[src/rtl/decode_stage.sv]
// MiniMIPS decode stage: register file with write-through bypass, control decode,
// and early branch/jump resolution. All outputs are combinational.
module decode_stage #(
    parameter int DATA_W = 32,
    parameter int REG_N  = 32
) (
    input  logic              CLK,
    input  logic              RST,
    input  logic [31:0]       InstrD,
    input  logic [DATA_W-1:0] PCPlus4D,
    input  logic              RegWriteW,
    input  logic [4:0]        WriteRegW,
    input  logic [DATA_W-1:0] ResultW,
    input  logic              ForwardAD,
    input  logic              ForwardBD,
    input  logic [DATA_W-1:0] ALUOutM,
    output logic [DATA_W-1:0] RD1D,
    output logic [DATA_W-1:0] RD2D,
    output logic [4:0]        RsD,
    output logic [4:0]        RtD,
    output logic [4:0]        RdD,
    output logic [DATA_W-1:0] SignImmD,
    output logic              RegWriteD,
    output logic              MemtoRegD,
    output logic              MemWriteD,
    output logic              ALUSrcD,
    output logic              RegDstD,
    output logic              BranchD,
    output logic              JumpD,
    output logic [2:0]        ALUControlD,
    output logic              PCSrcD,
    output logic [DATA_W-1:0] PCBranchD,
    output logic [DATA_W-1:0] PCJumpD
);

    localparam logic [5:0] OP_RTYPE = 6'h00;
    localparam logic [5:0] OP_LW    = 6'h23;
    localparam logic [5:0] OP_SW    = 6'h2B;
    localparam logic [5:0] OP_BEQ   = 6'h04;
    localparam logic [5:0] OP_ADDI  = 6'h08;
    localparam logic [5:0] OP_J     = 6'h02;

    localparam logic [5:0] FN_ADD = 6'h20;
    localparam logic [5:0] FN_SUB = 6'h22;
    localparam logic [5:0] FN_AND = 6'h24;
    localparam logic [5:0] FN_OR  = 6'h25;
    localparam logic [5:0] FN_SLT = 6'h2A;

    logic [DATA_W-1:0] rf [0:REG_N-1];
    logic              wr_en;
    logic [5:0]        opcode;
    logic [5:0]        funct;
    logic [DATA_W-1:0] cmp_a;
    logic [DATA_W-1:0] cmp_b;

    assign opcode = InstrD[31:26];
    assign funct  = InstrD[5:0];
    assign RsD    = InstrD[25:21];
    assign RtD    = InstrD[20:16];
    assign RdD    = InstrD[15:11];
    assign wr_en  = RegWriteW && (WriteRegW != 5'd0);

    // NOTE: the array is reset as a whole because RST must clear architectural state;
    // this costs flops instead of RAM, which is acceptable for a 32-entry file.
    // NOTE: sequential state uses non-blocking assignment so every flop samples pre-edge values.
    always_ff @(posedge CLK or posedge RST) begin
        if (RST) begin
            for (int i = 0; i < REG_N; i++) begin
                rf[i] <= '0;
            end
        end else if (wr_en) begin
            rf[WriteRegW] <= ResultW;
        end
    end

    // Bypass the WB write into the read ports so the value is usable in the same cycle.
    always_comb begin
        if (RsD == 5'd0)                      RD1D = '0;
        else if (wr_en && WriteRegW == RsD)   RD1D = ResultW;
        else                                  RD1D = rf[RsD];

        if (RtD == 5'd0)                      RD2D = '0;
        else if (wr_en && WriteRegW == RtD)   RD2D = ResultW;
        else                                  RD2D = rf[RtD];
    end

    assign SignImmD = {{(DATA_W-16){InstrD[15]}}, InstrD[15:0]};

    // NOTE: every output gets a default first so no path leaves a value held (no latch).
    always_comb begin
        RegWriteD   = 1'b0;
        MemtoRegD   = 1'b0;
        MemWriteD   = 1'b0;
        ALUSrcD     = 1'b0;
        RegDstD     = 1'b0;
        BranchD     = 1'b0;
        JumpD       = 1'b0;
        ALUControlD = 3'b000;
        unique case (opcode)
            OP_RTYPE: begin
                // Unsupported funct (including the all-zero bubble) stays a full NOP.
                if (funct == FN_ADD || funct == FN_SUB || funct == FN_AND ||
                    funct == FN_OR  || funct == FN_SLT) begin
                    RegWriteD = 1'b1;
                    RegDstD   = 1'b1;
                    case (funct)
                        FN_ADD:  ALUControlD = 3'b010;
                        FN_SUB:  ALUControlD = 3'b110;
                        FN_AND:  ALUControlD = 3'b000;
                        FN_OR:   ALUControlD = 3'b001;
                        FN_SLT:  ALUControlD = 3'b111;
                        default: ALUControlD = 3'b000;
                    endcase
                end
            end
            OP_LW: begin
                RegWriteD   = 1'b1;
                ALUSrcD     = 1'b1;
                MemtoRegD   = 1'b1;
                ALUControlD = 3'b010;
            end
            OP_SW: begin
                MemWriteD   = 1'b1;
                ALUSrcD     = 1'b1;
                ALUControlD = 3'b010;
            end
            OP_BEQ: begin
                BranchD     = 1'b1;
                ALUControlD = 3'b110;
            end
            OP_ADDI: begin
                RegWriteD   = 1'b1;
                ALUSrcD     = 1'b1;
                ALUControlD = 3'b010;
            end
            OP_J: begin
                JumpD = 1'b1;
            end
            default: begin
            end
        endcase
    end

    assign cmp_a     = ForwardAD ? ALUOutM : RD1D;
    assign cmp_b     = ForwardBD ? ALUOutM : RD2D;
    assign PCSrcD    = BranchD & (cmp_a == cmp_b);
    assign PCBranchD = PCPlus4D + {SignImmD[DATA_W-3:0], 2'b00};
    assign PCJumpD   = {PCPlus4D[DATA_W-1:DATA_W-4], InstrD[25:0], 2'b00};

endmodule

[config.mk]
export PLATFORM = sky130hd
export DESIGN_NAME = decode_stage
export DESIGN_NICKNAME = d
export VERILOG_FILES = /design/src/rtl/decode_stage.sv
export SDC_FILE = /design/constraint.sdc
export NUM_CORES = 2
export LEC_CHECK = 0
export ABC_CLOCK_PERIOD_IN_PS = 66600
export CAP_MARGIN = 20
export CORE_ASPECT_RATIO = 0.7
export CORE_MARGIN = 1
export CORE_UTILIZATION = 45
export DETAILED_ROUTE_END_ITERATION = 12
export HOLD_SLACK_MARGIN = 0.05
export PLACE_DENSITY_LB_ADDON = 0.1
export SETUP_SLACK_MARGIN = 0.2
export SLEW_MARGIN = 15
export SYNTH_ARGS = -nofsm -noshare
export SYNTH_HDL_FRONTEND = slang
export SYNTH_SLANG_ARGS = --single-unit
[constraint.sdc]
create_clock -name CLK -period 66.6 [get_ports CLK]
set_input_delay 6.66 -clock CLK [delete_from_list [all_inputs] [get_ports CLK]]
set_output_delay 6.66 -clock CLK [all_outputs]
set_load 0.05 [all_outputs]
==> impl_metrics.yaml <==
timing:
  skew_ns: 0
  tns_ns: 0
  hold_viol: 0
  slew_headroom: 0.1291
  fmax_mhz: 48.40
  fin_crit_ns: 20.66
  hold_slack_ns: 0.3793
  setup_viol: 0
  slew_viol_final: 0
  worst_slew_pin_slew_ns: 1.306
  rsz0062_at_grt: "no"
  timing.final.crit_share: 0.3102
power_and_ir_drop:
  clock_power_share: 0.315
  vdd_ir_drop_max_mv: 0.02131
  seq_power_share: 0.422
  cellPowerDensity_nw_per_um2: 29.50
  swShare: 0.3166
  p_int_uw: 1343
  power_frac_comb: 0.263
  p_sw_uw: 622.4
  p_leak_uw: 0.02859
floorplanning:
  die_w_um: 435.6
  ios: 324
  chipHeight_um: 305.5
  rows: 110
  start_util: 0.4572
  core_um2: 129500
  dieArea_um2: 133100
drt:
  wl_per_cell_um: 36.92
  drc: 0
  drt_iter0_drc: 5261
  ant_nets: 0
  vias_per_cell: 6.764
  num_vias: 42950
  first_pass_iters: 8
  drt-total-wl_mm: 234.5
yosys:
  synthCells: 4462
  async_reset_ff_frac: 1.000
  synth-simple-area-share: 0.04676
  ys_ff_latch: 1024
  netlist_area_um2: 59210
  avgSynthCellArea_um2: 13.27
  synth_top_family_by_area: "multiplexers"
  synth-compound-area-share: 0.06980
  ys_warn_count: 0
  ys_seq_area_frac: 0.4328
  synthXorXnorAreaFrac: 0.01464
  synthAdderAreaFrac: 0.006466
  synth_mux_area_frac: 0.3785
  synth_ff_type: "dfrtp_1"
  synth_cell_types: 99
  synth_edf_count: 0
cells_and_area:
  reg.largest.list: "rf: 1024 flops"
  largest_register_ffs: 1024
  area_delta_synth_final_pct: 12.52
  drive_gt1_frac: 0.3828
  nNetsFinal: 4690
  stdcell_count: 6350
  top_register: "rf"
placement:
  gp_congestion: 0.9520
  hpwlAfterDp_mm: 146.9
  dp.cells: 6149
  port_buffers: 317
worst_setup_path:
  worst-path-max-fanout: 42
  critPathTopFamily: "buffers and inverters"
  cp.buffers_inverters: 6
  worstPathCellList: "buf_8 > buf_4 > buf_4 > buf_4 > buf_4 > mux4_2 > and3_1 > a31oi_1 > o2111ai_1 > o211ai_1 > xor2_1 > nand3_1 > a2111oi_1 > a41oi_1 > a2111oi_2 > and4_1 > clkdlybuf4s50_1"
  worstPathRequired_ns: 59.94
  endpoint_kind: "output pin"
  start_kind: "input port"
  worstSetupPathType: "input port to output pin"
  cp_slowest_cell: "clkdlybuf4s50_1"
  max_stage_delay_ns: 0.83
  crit_arrival_ns: 14.00
  path_common_cell: "buf_4"
cts:
  cts_buffers: 105
  insertion_delay_ns: 0.72
  clock_path_buffers: 3
  ctsHoldBuffers: 0
  post_cts_buffers: 0
  cts_resized: 0
  clk_pin_slew_ns: 0.06
  cts_tree: "yes"
  cts_root_buf: "clkbuf_16"
  numClockSinks: 1024
  h-tree-depth: 3
global_routing:
  grt_start_max_net_pins: 162
  grt_pass1_vias: 41300
  grt_util_all_layers: 0.3507
  gr-usage-met1: 0.5113
  grt_pass1_wl_mm: 331.4
  met2_usage: 0.4960
  overflow: 0
  gr-usage-met3: 0.09003
  antenna_found_initial: 10
  grt-busiest-layer: "met1"
job:
  drv_cap: 0
outcome:
  status: "finished, final reports clean"
hold_path:
  worst_hold_path_type: "flop to flop"
## metal layers
layer / share of wire / vias up
li1: - / 17090
met1: 0.42 / 22910
met2: 0.43 / 2448
met3: 0.10 / 494
met4: 0.046 / 8
met5: 0.00018 / -
## final timing paths
| path | end | cells after the start | slack (ns) | from |
|---|---|---|---|---|
| setup / recovery | PCSrcD | 17 | 45.94 | InstrD[16] |
| hold / removal | rf[1008]$_DFFE_PP0P_ | 0 | 0.38 | rf[1008]$_DFFE_PP0P_ |
| setup reg to reg | rf[221]$_DFFE_PP0P_ | 1 | 65.75 | rf[221]$_DFFE_PP0P_ |
| hold reg to reg | rf[1008]$_DFFE_PP0P_ | 0 | 0.38 | rf[1008]$_DFFE_PP0P_ |
| max in group asynchronous | rf[258]$_DFFE_PP0P_ | 5 | 56.95 | RST |
| min in group asynchronous | rf[286]$_DFFE_PP0P_ | 2 | 6.46 | RST |
## power groups by stage
stage | clock (µW) | combinational [µW] | sequential [µW]
detailed placement | 0 | 511 | 835
global route | 652 | 542 | 844
global placement | 0 | 505 | 832
CTS | 626 | 512 | 824
floorplan | 0 | 373 | 807
finish | 618 | 518 | 830
## synthesized netlist by cell type, drive strengths merged, types with 14 or more instances
cell type,instances,area (µm²)
a22o,29,254.0
clkbuf,269,1010
and3,19,118.9
nor4,19,131.4
mux4,411,9256
xnor2,58,508.0
nor3,41,210.2
o211ai,16,125.1
nand2b,17,106.4
o21ai,140,700.7
nor2b,26,162.7
a22oi,114,860.8
nand3,54,270.3
mux2,955,10750
ha,29,362.9
o21a,15,112.6
dfrtp,1024,25620
nor2,104,395.4
o22ai,37,231.5
mux2i,240,2402
xor2,41,359.1
a31oi,21,137.6
a221oi,35,306.5
and2,15,93.84
a211oi,14,110.1
a21oi,75,401.6
buf,254,1868
inv,35,131.4
nand2,167,629.4
nand4,19,125.1
## stage by stage
step	setup slack [ns]	util	power, µW	cell area [µm²]
after floorplan	31.12	-	1179	59210
after global placement	45.98	0.4870	1337	63070
after detailed placement	45.99	0.4870	1345	63070
after CTS	45.98	0.5139	1963	66560
after global routing	45.59	0.5143	2038	66610
final	45.94	0.5144	1966	66620
## final cells by class
class                           count  area [µm²]
Antenna cell                        8       20.02
Clock buffer                      161        3123
Clock inverter                     30       371.6
Fill cell                       11180       62890
Inverter                           37       146.4
Multi-Input combinational cell   2879       30760
Sequential cell                  1024       25620
Tap cell                         1736        2172
Timing Repair Buffer              475        4410
## cells by family (layout without fill, tap and decap cells)
group / Yosys count / after routing
compound gates: 595 / 595
fa+ha+maj: 30 / 30
flops: 1024 / 1024
simple gates: 547 / 547
mux: 1606 / 1606
other cells: 1 / 10
buf+inv: 560 / 703
xor+xnor: 99 / 99
## layout by cell type, fill, tap and decap left out, types with 31 or more instances in the layout
cell             Yosys  routed
inv_1               33      31
clkbuf_16            0     109
o22ai_1             37      37
a21oi_1             70      70
nand2_1            166     151
xor2_1              41      41
a22oi_1            113     113
clkdlybuf4s50_1      0     306
clkbuf_1           269      32
o21ai_0            125     125
dfrtp_1           1024    1024
a221oi_1            35      35
nor3_1              40      40
nor2_1             102      87
mux2_2             954     954
nand3_1             54      53
xnor2_1             58      58
buf_4              126     157
mux4_2             411     411
mux2i_1            240     240
Power figures use the tool's default switching activity.
